### src/rtl/xor_pair_tx_if.sv
// Payload handshake and dual-rail line bundle for the XOR-pair transmitter.
// The master drives payload and error request; the slave returns the line and status.
interface xor_pair_tx_if #(
    parameter int DATA_W = 8
);
    logic [DATA_W-1:0] tx_data;
    logic              tx_valid;
    logic              tx_ready;
    logic              inj_err;
    logic              a;
    logic              b;
    logic              c;
    logic              busy;
    logic [15:0]       frame_cnt;

    modport master (
        output tx_data, tx_valid, inj_err,
        input  tx_ready, a, b, c, busy, frame_cnt
    );

    modport slave (
        input  tx_data, tx_valid, inj_err,
        output tx_ready, a, b, c, busy, frame_cnt
    );
endinterface

### src/rtl/xor_pair_tx.sv
// Dual-rail (a,b) serial transmitter: one legal code (a^b=1) per payload bit, LSB first,
// optional return-to-zero spacers, a one-cycle gap per frame, and a completed-frame counter.
module xor_pair_tx #(
    parameter int DATA_W = 8,
    parameter int RTZ    = 1
) (
    input  logic         clk,
    input  logic         rst_n,
    xor_pair_tx_if.slave bus
);
    localparam int IDX_W = (DATA_W > 1) ? $clog2(DATA_W) : 1;
    localparam logic [IDX_W-1:0] LAST_IDX = IDX_W'(DATA_W - 1);

    typedef enum logic [1:0] {IDLE, CODE, SPACE, GAP} state_t;

    state_t            state_q, state_d;
    logic [IDX_W-1:0]  idx_q, idx_d;
    logic [DATA_W-1:0] data_q, data_d;
    logic              inj_q, inj_d;
    logic [15:0]       cnt_q, cnt_d;
    logic              a_q, b_q, c_q;
    logic              a_d, b_d, c_d;
    logic [DATA_W-1:0] shifted_d;

    always_ff @(posedge clk or negedge rst_n) begin
        if (!rst_n) begin
            state_q <= IDLE;
            idx_q   <= '0;
            data_q  <= '0;
            inj_q   <= 1'b0;
            cnt_q   <= '0;
            a_q     <= 1'b0;
            b_q     <= 1'b0;
            c_q     <= 1'b0;
        end else begin
            state_q <= state_d;
            idx_q   <= idx_d;
            data_q  <= data_d;
            inj_q   <= inj_d;
            cnt_q   <= cnt_d;
            a_q     <= a_d;
            b_q     <= b_d;
            c_q     <= c_d;
        end
    end

    always_comb begin
        state_d = state_q;
        idx_d   = idx_q;
        data_d  = data_q;
        inj_d   = inj_q;
        cnt_d   = cnt_q;
        unique case (state_q)
            IDLE: begin
                if (bus.tx_valid) begin
                    state_d = CODE;
                    idx_d   = '0;
                    data_d  = bus.tx_data;
                    inj_d   = bus.inj_err;
                end
            end
            CODE: begin
                if (RTZ != 0) begin
                    state_d = SPACE;
                end else if (idx_q == LAST_IDX) begin
                    state_d = GAP;
                    cnt_d   = cnt_q + 16'd1;
                end else begin
                    idx_d = idx_q + 1'b1;
                end
            end
            SPACE: begin
                if (idx_q == LAST_IDX) begin
                    state_d = GAP;
                    cnt_d   = cnt_q + 16'd1;
                end else begin
                    state_d = CODE;
                    idx_d   = idx_q + 1'b1;
                end
            end
            GAP: begin
                state_d = IDLE;
            end
            default: begin
                state_d = IDLE;
            end
        endcase
    end

    // Line outputs are registered, so they are derived from the state being entered.
    always_comb begin
        shifted_d = data_d >> idx_d;
        a_d       = 1'b0;
        b_d       = 1'b0;
        c_d       = (state_d == CODE) || (state_d == SPACE);
        if (state_d == CODE) begin
            if (inj_d && (idx_d == LAST_IDX)) begin
                a_d = 1'b1;
                b_d = 1'b1;
            end else begin
                a_d = shifted_d[0];
                b_d = ~shifted_d[0];
            end
        end
    end

    assign bus.tx_ready  = (state_q == IDLE);
    assign bus.busy      = (state_q != IDLE);
    assign bus.a         = a_q;
    assign bus.b         = b_q;
    assign bus.c         = c_q;
    assign bus.frame_cnt = cnt_q;
endmodule

### src/flat_wrapper.sv
// flat-port wrapper written by rule: the top's interface ports become plain ports
module xor_pair_tx_flat 
#(
    parameter int DATA_W = 8,
    parameter int RTZ    = 1
)
  (clk, rst_n, bus_tx_data, bus_tx_valid, bus_inj_err, bus_tx_ready, bus_a, bus_b, bus_c, bus_busy, bus_frame_cnt);
  xor_pair_tx_if #(.DATA_W(DATA_W)) bus_i ();
  input  logic clk;
  input  logic rst_n;
  input wire logic [$bits(bus_i.tx_data)-1:0] bus_tx_data;
  input wire logic [$bits(bus_i.tx_valid)-1:0] bus_tx_valid;
  input wire logic [$bits(bus_i.inj_err)-1:0] bus_inj_err;
  output wire logic [$bits(bus_i.tx_ready)-1:0] bus_tx_ready;
  output wire logic [$bits(bus_i.a)-1:0] bus_a;
  output wire logic [$bits(bus_i.b)-1:0] bus_b;
  output wire logic [$bits(bus_i.c)-1:0] bus_c;
  output wire logic [$bits(bus_i.busy)-1:0] bus_busy;
  output wire logic [$bits(bus_i.frame_cnt)-1:0] bus_frame_cnt;
  assign bus_i.tx_data = bus_tx_data;
  assign bus_i.tx_valid = bus_tx_valid;
  assign bus_i.inj_err = bus_inj_err;
  assign bus_tx_ready = bus_i.tx_ready;
  assign bus_a = bus_i.a;
  assign bus_b = bus_i.b;
  assign bus_c = bus_i.c;
  assign bus_busy = bus_i.busy;
  assign bus_frame_cnt = bus_i.frame_cnt;
  xor_pair_tx #(.DATA_W(DATA_W), .RTZ(RTZ)) u_core (.clk(clk), .rst_n(rst_n), .bus(bus_i));
endmodule
### config.mk
export PLATFORM = sky130hd
export DESIGN_NAME = xor_pair_tx_flat
export DESIGN_NICKNAME = d
export VERILOG_FILES = /design/src/rtl/xor_pair_tx_if.sv /design/src/rtl/xor_pair_tx.sv /design/src/flat_wrapper.sv
export SDC_FILE = /design/constraint.sdc
export NUM_CORES = 1
export LEC_CHECK = 0
export BUFFER_PORTS_ARGS = -buffer_cell sky130_fd_sc_hd__buf_4
export CORE_ASPECT_RATIO = 0.9
export CORE_MARGIN = 4
export CORE_UTILIZATION = 50
export DETAILED_ROUTE_END_ITERATION = 12
export PLACE_DENSITY_LB_ADDON = 0.25
export SYNTH_ARGS = -nofsm -noshare
export SYNTH_HDL_FRONTEND = slang
export SYNTH_SLANG_ARGS = --single-unit
### constraint.sdc
create_clock -name clk -period 2.2 [get_ports clk]
set_input_delay 0.11 -clock clk [delete_from_list [all_inputs] [get_ports clk]]
set_output_delay 0.11 -clock clk [all_outputs]
set_load 0.02 [all_outputs]
==> metrics.txt <==
clk slew on worst S/H paths=between 100 and 150 ps; yosys warns=0; GP Congestion=between 0.8 and 0.9; worst reg2reg path depth=7; syn nets=170; Port Buf Inserts=32; Yosys reg bits=33; worst hold path type=in -> reg; antenna diode count=0; CTS Root Cell=clkbuf_4; commonest non-fill, non-tap cells in the layout=buf_4 (34), dfrtp_1 (33), nand2_1 (31), inv_1 (10), xnor2_1 (10); post-synthesis sequential area ratio=0.5213; via-per-instance ratio=between 5 and 6; Max Used Layer=met4; Worst Path Arrival=2330 ps; Final Hold Vio Count=0; GRT Overall Usage=0.1843; Worst Max-Slew Pin Slew=~410 ps; PD cells=about 1100 nW/um^2; share of cells above drive strength 1=0.2673; share of flip-flops with an asynchronous set or reset=1.000; final WL=approximately 3.3 mm; count of final setup violators=0; Max Fanout on Critical Path=6; critical path class=reg -> reg; H-tree Lvls=2; Num Clock Sinks=33; via count=1259; Layout area overhead=28.83%; total global routing overflow=0; WL met1=about 1.5 mm; post-layout min period=2095 ps; WL met3=about 210 um; Starting Density=0.5206; CP Capture Type=flip-flop; Final Skew=7.090 ps; number of synthesized flops with an enable pin=0; Fill cells=261; 1st-iter DRT viols=56; antenna-violating nets left=0; routed length per instance=roughly 14 um; core box area=around 3000 sq um; CTS tree=done; worst-skew pair later-pin latency=around 340 ps; pin count of the biggest net entering global routing=34; P_leak=a little over 1 nW; nets=~220; area leader, netlist=dfrtp_1; most common cell after layout, fill and taps aside=buf_4; Data required, critical path=2430 ps; Netlist cell types=40; top-area cell type share of the netlist area=0.5213; Synth Area per Inst=10.22 sq um; Post-route DRC=0; met2 WL=1.561 mm; reg2reg setup slack=110 ps; vias in the first global route=1198; Cell Area, Synth=around 1600 sq um; I/O pin count=33; ys flop type=dfrtp_1; maxcap violations=0; setup bufs post-CTS=0; drt pass-1 iters=4; Sum Neg Setup Slack=0 ps; Pwr Total=2.198 mW; relative slew slack=0.7288; Period Utilization, post-route=0.9522; Worst setup SP type=flip-flop; initial antenna violation count=0; fmax=around 0.48 GHz; CTS Buffer Depth=2; Chip Width=roughly 67 um; HPWL Detailed=around 2.3 mm; TritonCTS Buffers=5; worst vdd ir=between 600 and 700 uV; die height=61.40 um; max-slew violation count=0; first-pass GRT wire length=roughly 5.5 mm; # rows=19; status=completed; full die area=around 4100 sq um; synth top area cells=dfrtp_1 (52%), nand2_1 (7.3%), xnor2_1 (5.5%); hold depth=2; Post-Synthesis Cells=155
## kinds of logic (layout without fill, tap and decap cells)
| group | Yosys count | count (layout) | share of synthesized area |
|---|---|---|---|
| AO/OA/AOI/OAI | 24 | 24 | 0.1019 |
| multiplexers | 2 | 2 | 0.01422 |
| adder cells (fa/ha/maj) | 3 | 3 | 0.02370 |
| flip-flops | 33 | 33 | 0.5213 |
| AND/OR/NAND/NOR | 64 | 64 | 0.2109 |
| buffers and inverters | 14 | 61 | 0.04502 |
| XOR/XNOR | 15 | 15 | 0.08293 |
## through the flow
step	utilization	worst slack [ps]	area [sq um]	hold slack [ps]	cells
2_1_floorplan	-	360.3	1584	-185.6	155
3_3_place_gp	0.6106	231.5	1858	70.45	227
3_5_place_dp	0.6106	155.0	1858	77.61	227
4_1_cts	0.6682	118.2	2033	29.31	244
5_1_grt	0.6706	-18.35	2041	30.30	244
6_report	0.6706	105.1	2041	39.62	244
## critical path: stages (launching register included)
cell     delay, ps
dfrtp_1        450
ha_1           300
and4b_2        370
and4_4         270
nand3_2        110
nor2_2         200
nand4_1        130
xnor2_1        150
## sequential cells by signal (all words and copies together), names as in the netlist
register / cells
u_core.bus.frame_cnt: 16
u_core.bus.a: 1
u_core.inj_q: 1
u_core.bus.c: 1
u_core.data_q: 8
u_core.idx_q: 3
u_core.bus.b: 1
u_core.state_q: 2
## routing by layer
metal,up-vias,GRT usage
met5,-,0
met4,0,0.06936
met3,6,0.06387
met2,35,0.2899
met1,602,0.2369
li1,616,-
## what timing repair did
action,CTS,global route
endpoints found under the setup margin,0,4
gates resized for setup,0,3
hold buffers,9,0
hold endpoints to repair,41,0
## path summary, 6_finish.rpt
kind	start	to
setup / recovery	u_core.idx_q[0]$_DFF_PN0_	u_core.bus.frame_cnt[13]$_DFFE_PN0P_
hold / removal	bus_inj_err	u_core.inj_q$_DFF_PN0_
setup reg to reg	u_core.idx_q[0]$_DFF_PN0_	u_core.bus.frame_cnt[13]$_DFFE_PN0P_
hold reg to reg	u_core.data_q[2]$_DFF_PN0_	u_core.data_q[2]$_DFF_PN0_
max in group asynchronous	rst_n	u_core.idx_q[1]$_DFF_PN0_
min in group asynchronous	rst_n	u_core.bus.frame_cnt[3]$_DFFE_PN0P_
## final cells by class
class	count	area, sq um	area share
multi-input combinational	108	694.4	0.3403
clock inverter	1	30.03	0.01471
tap	42	52.55	0.02575
clock buffer	7	55.05	0.02698
sequential	33	825.8	0.4047
timing repair buffer	43	345.3	0.1692
inverter	10	37.54	0.01839
## where the power goes
group	total (mW)	switching, mW	internal (mW)
clock	0.483	0.211	0.271
combinational	0.821	0.466	0.355
sequential	0.895	0.135	0.760
## cell usage after synthesis, drive strengths merged (2+ instances only)
cell    instances
xor2            5
dfrtp          33
ha              3
nand2          31
buf             3
inv            10
and3            2
xnor2          10
mux2            2
nand3           7
a21o            2
a21oi           4
o21ai           6
nand4           4
nor2           11
a211oi          3
No activity file was read; power rests on OpenSTA's default activity.
